<file path="src/rtl/cache_req_sequencer.sv">
// ---------------------------------------------------------------------------
// cache_req_sequencer
//
// Front-end stage in front of the cache. Trace commands (mode n and a 32-bit
// address) arrive over a valid/ready handshake and are buffered in a FIFO.
// Each buffered command is presented to the cache as a one-cycle valid pulse.
// After every pulse a fixed idle gap gives the cache time to finish before
// the next request goes out.
//
// Ports
//   clk         rising-edge clock
//   rstb        asynchronous active-low reset
//   in_valid    upstream command present
//   in_ready    sequencer can accept a command (FIFO not full)
//   in_n        upstream command mode
//   in_address  upstream command address
//   valid       one-cycle request strobe to the cache
//   n           mode to the cache (holds last issued value)
//   address     address to the cache (holds last issued value)
//   busy        FSM not idle or FIFO non-empty
//   fifo_level  number of buffered commands
//   issued_cnt  valid pulses issued, saturating
//   drop_cnt    illegal commands dropped, saturating
// ---------------------------------------------------------------------------
module cache_req_sequencer #(
    parameter int DEPTH      = 8,
    parameter int GAP_CYCLES = 100,
    parameter int MAX_CODE   = 9
) (
    input  logic                     clk,
    input  logic                     rstb,
    input  logic                     in_valid,
    output logic                     in_ready,
    input  logic [3:0]               in_n,
    input  logic [31:0]              in_address,
    output logic                     valid,
    output logic [3:0]               n,
    output logic [31:0]              address,
    output logic                     busy,
    output logic [$clog2(DEPTH):0]   fifo_level,
    output logic [15:0]              issued_cnt,
    output logic [15:0]              drop_cnt
);

    localparam int PW = $clog2(DEPTH);
    localparam int LW = PW + 1;
    localparam int GW = (GAP_CYCLES > 1) ? $clog2(GAP_CYCLES) : 1;

    localparam logic [LW-1:0] LEVEL_FULL = LW'(DEPTH);
    localparam logic [LW-1:0] LEVEL_ONE  = LW'(1);
    localparam logic [PW-1:0] PTR_ONE    = PW'(1);
    localparam logic [GW-1:0] GAP_INIT   = GW'(GAP_CYCLES - 1);
    localparam logic [GW-1:0] GAP_ONE    = GW'(1);
    localparam logic [3:0]    MAX_N      = 4'(MAX_CODE);
    localparam logic [15:0]   CNT_MAX    = 16'hFFFF;

    typedef enum logic [1:0] {
        IDLE,
        ISSUE,
        GAP
    } state_t;

    state_t          state;
    logic [35:0]     mem [DEPTH];
    logic [PW-1:0]   wr_ptr;
    logic [PW-1:0]   rd_ptr;
    logic [GW-1:0]   gap_cnt;
    logic            accept;
    logic            push;
    logic            drop;
    logic            pop;
    logic [3:0]      head_n;
    logic [31:0]     head_addr;

    // Ready comes from the registered level only, so a pop in the same cycle
    // never opens room for a push while full.
    assign in_ready = (fifo_level != LEVEL_FULL);
    assign accept   = in_valid && in_ready;
    assign push     = accept && (in_n <= MAX_N);
    assign drop     = accept && (in_n > MAX_N);

    // Popping also looks at the registered level, so an entry pushed at an
    // edge cannot be popped at that same edge.
    assign pop = (fifo_level != '0) &&
                 ((state == IDLE) || ((state == GAP) && (gap_cnt == '0)));

    assign {head_n, head_addr} = mem[rd_ptr];
    assign busy = (state != IDLE) || (fifo_level != '0);

    // Storage array carries no reset; the pointers define what is valid.
    always_ff @(posedge clk) begin
        if (push) begin
            mem[wr_ptr] <= {in_n, in_address};
        end
    end

    // FIFO pointers and occupancy. Pointers wrap naturally because DEPTH is
    // a power of two.
    always_ff @(posedge clk or negedge rstb) begin
        if (!rstb) begin
            wr_ptr     <= '0;
            rd_ptr     <= '0;
            fifo_level <= '0;
        end else begin
            if (push) begin
                wr_ptr <= wr_ptr + PTR_ONE;
            end
            if (pop) begin
                rd_ptr <= rd_ptr + PTR_ONE;
            end
            case ({push, pop})
                2'b10:   fifo_level <= fifo_level + LEVEL_ONE;
                2'b01:   fifo_level <= fifo_level - LEVEL_ONE;
                default: fifo_level <= fifo_level;
            endcase
        end
    end

    // Issue FSM. IDLE waits for data, ISSUE is the single cycle valid is
    // high, GAP counts down the mandatory quiet time. When the gap expires
    // with data waiting, the next pop goes straight back to ISSUE so pulses
    // under backlog start GAP_CYCLES+1 cycles apart.
    always_ff @(posedge clk or negedge rstb) begin
        if (!rstb) begin
            state      <= IDLE;
            valid      <= 1'b0;
            n          <= '0;
            address    <= '0;
            gap_cnt    <= '0;
            issued_cnt <= '0;
        end else begin
            case (state)
                IDLE: begin
                    if (pop) begin
                        valid   <= 1'b1;
                        n       <= head_n;
                        address <= head_addr;
                        state   <= ISSUE;
                    end
                end
                ISSUE: begin
                    valid   <= 1'b0;
                    gap_cnt <= GAP_INIT;
                    if (issued_cnt != CNT_MAX) begin
                        issued_cnt <= issued_cnt + 16'd1;
                    end
                    state <= GAP;
                end
                GAP: begin
                    if (gap_cnt == '0) begin
                        if (pop) begin
                            valid   <= 1'b1;
                            n       <= head_n;
                            address <= head_addr;
                            state   <= ISSUE;
                        end else begin
                            state <= IDLE;
                        end
                    end else begin
                        gap_cnt <= gap_cnt - GAP_ONE;
                    end
                end
                default: begin
                    state <= IDLE;
                    valid <= 1'b0;
                end
            endcase
        end
    end

    // Illegal-code counter, saturating.
    always_ff @(posedge clk or negedge rstb) begin
        if (!rstb) begin
            drop_cnt <= '0;
        end else if (drop && (drop_cnt != CNT_MAX)) begin
            drop_cnt <= drop_cnt + 16'd1;
        end
    end

endmodule

</file>
<file path="config.mk">
export PLATFORM = sky130hd
export DESIGN_NAME = cache_req_sequencer
export DESIGN_NICKNAME = d
export VERILOG_FILES = /design/src/rtl/cache_req_sequencer.sv
export SDC_FILE = /design/constraint.sdc
export NUM_CORES = 1
export LEC_CHECK = 0
export BUFFER_PORTS_ARGS = -buffer_cell sky130_fd_sc_hd__buf_2
export CORE_MARGIN = 10
export CORE_UTILIZATION = 54
export CTS_BUF_LIST = sky130_fd_sc_hd__clkbuf_16
export CTS_CLUSTER_SIZE = 10
export DETAILED_ROUTE_END_ITERATION = 6
export PLACE_DENSITY = 0.87
export SLEW_MARGIN = 0
export SYNTH_ARGS = -nofsm -noshare
export SYNTH_HDL_FRONTEND = slang
export SYNTH_SLANG_ARGS = --single-unit
export TNS_END_PERCENT = 50
</file>
<file path="constraint.sdc">
create_clock -name clk -period 3.7 [get_ports clk]
set_input_delay 0.37 -clock clk [delete_from_list [all_inputs] [get_ports clk]]
set_output_delay 0.37 -clock clk [all_outputs]
set_load 0.005 [all_outputs]
</file>
==> results of run 1 <==
## where the power goes
group | internal [mW] | switching [mW] | total [mW]
logic | 1.68 | 1.67 | 3.35
registers | 5.24 | 0.851 | 6.09
clock network | 2.14 | 1.58 | 3.72
## state kept, by name (all words and copies together), names as in the netlist
signal and count:
state 2, rd_ptr 3, issued_cnt 16, wr_ptr 3
gap_cnt 7, n 4, valid 1, drop_cnt 16
mem 288, address 32, fifo_level 4
## worst max-delay path, cell delays in order, from the launching register on
cell	delay (ns)
dfrtp_1	0.40
inv_1	0.11
ha_1	0.14
or4b_1	0.59
o21ai_4	0.18
nand2_1	0.15
inv_1	0.11
ha_1	0.26
xor2_1	0.11
ha_1	0.19
a21oi_1	0.14
xor2_1	0.16
nor2_1	0.06
xor2_1	0.13
## final cells by class
cell class                      instances  area (um^2)  area share [%]
Sequential cell                       376        10900            63.4
Multi-Input combinational cell        379         3840            22.4
Inverter                                7         26.3           0.153
Clock buffer                           44         1100            6.43
Clock inverter                         34          145           0.848
Antenna cell                            4         10.0          0.0585
Tap cell                              341          427            2.49
Timing Repair Buffer                  128          718            4.19
## Yosys cell counts (all sizes together) (10+ instances only)
library cell,number,area [um^2]
a21oi,41,205
a31oi,37,231
buf,21,134
clkbuf,22,82.6
dfrtp,88,2200
edfxtp,288,8650
mux2i,37,370
mux4,72,1620
nand2,26,97.6
nand3,14,70.1
nand4,13,87.6
nor2,16,60.1
nor3,12,70.1
nor4,12,93.8
o21ai,10,53.8
xor2,26,228
## kinds of logic (layout without fill, tap and decap cells)
kind of cell | after synthesis | in the layout | synth area share (%)
AOI/OAI and AO/OA | 98 | 98 | 3.83
xor gates and xnor gates | 35 | 35 | 2.06
adders and majority gates | 9 | 9 | 0.758
buffers and inverters | 50 | 213 | 1.63
DFF | 376 | 376 | 73.1
muxes | 114 | 114 | 13.8
other | 0 | 4 | 0
and+or+nand+nor | 123 | 123 | 4.85
## how the worst min path moves through the flow
stage                               to        start  slack (ns)  cells past startpoint
after floorplan             address[0]         rstb        0.07                      0
after global placement     drop_cnt[5]  drop_cnt[5]        0.48                      1
after detailed placement   drop_cnt[5]  drop_cnt[5]        0.48                      1
after CTS                  drop_cnt[2]         rstb        0.04                      1
after global routing       drop_cnt[2]         rstb        0.07                      1
final                     drop_cnt[10]         rstb       0.002                      1
## per-layer routing
metal	track usage [%]	part of all wire [%]
met1	24.0	39
met3	4.41	7.9
met2	32.0	50
met4	6.97	2.6
met5	0	0.13
## through the flow
step | instances | worst slack (ns) | total power, mW | utilization [%]
2_1_floorplan | 805 | -0.237 | 8.30 | -
3_3_place_gp | 1231 | 0.913 | 9.30 | 58.7
3_5_place_dp | 1231 | 0.836 | 9.45 | 58.7
4_1_cts | 1309 | 0.837 | 13.3 | 63.3
5_1_grt | 1312 | 0.534 | 13.8 | 63.4
6_report | 1313 | 0.833 | 13.2 | 63.4
==> results.cfg, run 1 <==
[run_status]
status = completed

[critical_path]
r2r_start = gap_cnt[1]
r2r_setup_slack_ns = 0.83
worstSetupEndpoint = fifo_level[2]
crit_path_start_kind = register
arrival_ns = 3.27
critPathKind = register to register
worstSetupStartpoint = gap_cnt[1]
regToRegEndpoint = fifo_level[2]
required_ns = 4.11
reg2regPathDepth = 13
end_kind = register
worst-path-max-fanout = 7

[cts]
post_cts_buffers = 0
cts-buffers-inserted = 43
cts_hold_buf = 0
clk_pin_slew_ns = 0.06
clk_latency_ns = 0.54
cts_sinks = 376
cts-htree-levels = 2
cts_tree = yes
clockBufferDepth = 3
clockRootBuffer = clkbuf_16
postCtsResizedCells = 0

[yosys]
synthCells = 805
synth_area_um2 = 14800
synthArstFlopShare_pct = 23.4
avgSynthCellArea_um2 = 18.4
synth_fp_nets = 853
synth-main-ff-cell = edfxtp_1
yosys_register_bits = 376
seq_area_frac_synth_pct = 73.1
ys_warn_count = 0
synth_edf_count = 288
ys_types = 47

[sta]
slew_headroom_pct = 26.6
tightest_slew_ns = 1.10
rsz0062_at_grt = no
fin_crit_sh_pct = 77.5
report.final.slew_viol_count = 0
setup_viol = 0
fin_crit_ns = 2.87
skew_ns = 0.0129
finalSetupTns_ns = 0
holdWs_ns = 0.00184
hold_violations = 0
fmax_mhz = 349

[routing]
wl_per_cell_um = 24.8
drtAntennaViolNets = 0
wl_um = 32500
viasPerCell = 6.22
drc = 0
firstDrtPassIters = 5
via_count = 8163
drt_iter0_drc = 944

[final_layout]
final_common_cell = edfxtp_1
areaGrowthSynthToFinish_pct = 15.3
final_net_count = 983
drive_gt1_share_pct = 28.4
finalInstanceArea_um2 = 17100
final_cell_mix = 288 x edfxtp_1, 112 x buf_2, 85 x dfrtp_1
nFillCells = 1843

[floorplan]
dieArea_um2 = 34500
fp-row-count = 60
die_h_um = 186
initial_core_util_pct = 54.9
io_pins = 114
core_area_um2 = 27000
fp.dieW_um = 186

[power_and_ir_drop]
power_leakage_nw = 6.26
power_density_nw_per_um2 = 768
vdd_drop_max_mv = 0.536

[global_routing]
grt-ovfl-total = 0
grt_max_degree = 74
grt_pass1_vias = 8537
grt_pass1_wl_um = 50300
grt_use_total_pct = 19.2
antenna_found_initial = 8

[placement]
dpl.hpwl_um = 17400
port_buffers = 113
gp_congestion = 0.836
post_dp_cell_area_um2 = 15900

[job]
drv_cap = 0

[hold_path]
hold_path.class = input port to asynchronous set/reset pin
No activity file was read; power rests on OpenSTA's default activity.
==> run 2: changes to the inputs <==
--- a/config.mk
+++ b/config.mk
@@ -5,6 +5,7 @@
 export SDC_FILE = /design/constraint.sdc
 export NUM_CORES = 1
 export LEC_CHECK = 0
+export ABC_AREA = 1
 export BUFFER_PORTS_ARGS = -buffer_cell sky130_fd_sc_hd__buf_2
 export CORE_MARGIN = 10
 export CORE_UTILIZATION = 54
==> constraint.sdc (replaced) <==
create_clock -name clk -period 2.5 [get_ports clk]
set_input_delay 0.25 -clock clk [delete_from_list [all_inputs] [get_ports clk]]
set_output_delay 0.25 -clock clk [all_outputs]
set_load 0.005 [all_outputs]
==> run 2 against run 1 <==
Against the previous run:
- synthesized cell count up 75%
- utilization up 0.38 points
- die area up 4.5%
- design area up 6.6%
- combinational power up 93%
- highest routed layer is now met4
- hold slack worse by 0.00083 ns
- worst setup slack worse by 0.62 ns
- total power up 55%
==> results.cfg, run 2 <==
[critical_path]
worst-path-max-fanout = 5
arrival_ns = 2.70
crit_cells = 12
critPathKind = register to register
path_cells = inv_1 > ha_1 > nand4_2 > a21oi_4 > ha_1 > nand2_1 > inv_1 > nor2_1 > ha_1 > a21oi_1 > xor2_1 > o21ai_0
slowest_delay_ns = 0.37
reg2regPathDepth = 12
cp_common_cell = ha_1
crit_path_start_kind = register
slowest_stage = dfrtp_1
worstPathBufferInverterCount = 2
end_kind = register
critical_path.top_delay_family = adder cells
required_ns = 2.91

[final_layout]
final_common_cell = edfxtp_1
final_cell_mix = 288 x edfxtp_1, 245 x nand2_1, 183 x nor2_1
instances_no_fill = 1978
largest_reg_flops = 288
drive_gt1_share_pct = 13.6
largest-register = mem
register_area_um2 = 10900
finalInstanceArea_um2 = 18200
areaGrowthSynthToFinish_pct = 16.9
multi_input_area_um2 = 4070
final_net_count = 1607
top_regs = mem: 288 flops, address: 32 flops
nFillCells = 2013

[routing]
drc = 0
via_count = 11200
drt_iter0_drc = 1141
viasPerCell = 5.65
wl_per_cell_um = 18.8
drtAntennaViolNets = 0
firstDrtPassIters = 5
wl_um = 37100

[yosys]
synth_area_leaders = edfxtp_1 55%, dfrtp_1 14%, nand2_1 5.9%
yosysTopAreaCell = edfxtp_1
synthCells = 1412
yosys_register_bits = 376
synth_top_area_share_pct = 55.4
synth_fp_nets = 1460
synthArstFlopShare_pct = 23.4
seq_area_frac_synth_pct = 69.5
synth-main-ff-cell = edfxtp_1
synthTopCellsByCount = 288 x edfxtp_1, 245 x nand2_1, 191 x nor2_1, 150 x o21ai_0, 131 x nand3_1
synth_edf_count = 288
synth_area_um2 = 15600
avgSynthCellArea_um2 = 11.1
ys_types = 27
yosysMostFrequentCell = edfxtp_1
ys_warn_count = 0

[placement]
dpl.hpwl_um = 21900
place_ws_ns = 0.249
post_dp_cell_area_um2 = 16700
dpl.cell_count = 1873
gp_congestion = 0.861
port_buffers = 113

[sta]
fmax_mhz = 438
fin_crit_ns = 2.28
fin_crit_sh_pct = 91.4
holdWs_ns = 0.00102
tightest_slew_ns = 0.896
skew_ns = 0.0284
finalSetupTns_ns = 0
rsz0062_at_grt = no
hold_violations = 0
slew_headroom_pct = 40.2
setup_viol = 0
report.final.slew_viol_count = 0
setup_slack_ns = 0.216

[job]
drv_cap = 0

[power_and_ir_drop]
vdd_drop_max_mv = 0.917
power_density_nw_per_um2 = 1110
power_leakage_nw = 7.39

[run_status]
status = completed

[floorplan]
fp-row-count = 62
core_area_um2 = 28600
io_pins = 114
dieArea_um2 = 36100
fp.dieW_um = 190
initial_core_util_pct = 54.5
die_h_um = 190

[cts]
clk_latency_ns = 0.56
clockBufferDepth = 3
cts-htree-levels = 2
clk_pin_slew_ns = 0.06
cts_tree = yes
clockRootBuffer = clkbuf_16
cts-buffers-inserted = 43
cts_sinks = 376

[global_routing]
grt_use_total_pct = 20.3
grt-ovfl-total = 0
grt_pass1_vias = 11500
grt_pass1_wl_um = 58900
antenna_found_initial = 3
grt_max_degree = 82

[hold_path]
hold_path.class = input port to register
whs_path_depth = 1
run 2: changes by cell type after synthesis, sizes merged, moves of 10 or more:
| cell | before | now |
|---|---|---|
| inv | 7 | 107 |
| a21oi | 41 | 75 |
| mux4 | 72 | 0 |
| xnor2 | 9 | 23 |
| xor2 | 26 | 8 |
| nand3 | 14 | 133 |
| mux2i | 37 | 0 |
| nor2 | 16 | 192 |
| nand2 | 26 | 247 |
| nor4 | 12 | 0 |
| nor3 | 12 | 2 |
| o21ai | 10 | 162 |
| buf | 21 | 49 |
| a31oi | 37 | 0 |
run 2: cell type report:
class | instances | area share [%]
timing repair buffer | 168 | 6.47
sequential | 376 | 59.5
inverter | 107 | 2.20
multi-input combinational | 863 | 22.3
antenna | 4 | 0.0549
clock inverter | 33 | 0.912
clock buffer | 43 | 5.90
tap | 384 | 2.63
run 2: per-stage QoR:
stage | util (%) | power, mW
floorplan | - | 12.6
global placement | 58.5 | 14.4
CTS | 63.7 | 20.3
detailed placement | 58.5 | 14.7
finish | 63.7 | 20.3
global route | 63.7 | 21.5
run 2: path summary, 6_finish.rpt:
path	end	slack (ns)	startpoint
max	fifo_level[2]	0.22	gap_cnt[0]
min	mem[7][24]	0.001	in_address[24]
max reg2reg	fifo_level[2]	0.22	gap_cnt[0]
min reg2reg	address[2]	0.48	address[2]
max in group asynchronous	drop_cnt[11]	1.79	rstb
min in group asynchronous	address[6]	0.10	rstb
run 2: power by group:
| part | total [mW] | internal [mW] | switching (mW) |
|---|---|---|---|
| combinational | 6.47 | 2.10 | 4.37 |
| clock | 5.51 | 3.11 | 2.39 |
| sequential | 8.35 | 7.76 | 0.594 |
run 2: cell families after synthesis:
logic type | after synthesis | share of synthesized area, %
xor gates and xnor gates | 31 | 1.74
and+or+nand+nor | 584 | 15.5
DFF | 376 | 69.5
AOI/OAI and AO/OA | 239 | 7.75
buffers and inverters | 173 | 4.75
adders and majority gates | 9 | 0.722
run 2: timing repair:
item / CTS / global route
setup buffers: 0 / 0
endpoints found under the hold margin: 269 / 0
resized for setup: 0 / 0
hold buffers: 25 / 0
run 2: routing by layer:
layer | share of wire (%) | up-vias | GRT usage [%]
li1 | - | 5133 | -
met1 | 38 | 5400 | 24.2
met2 | 51 | 569 | 35.7
met3 | 8.3 | 79 | 3.72
met4 | 2.5 | 0 | 8.03
met5 | 0 | - | 0
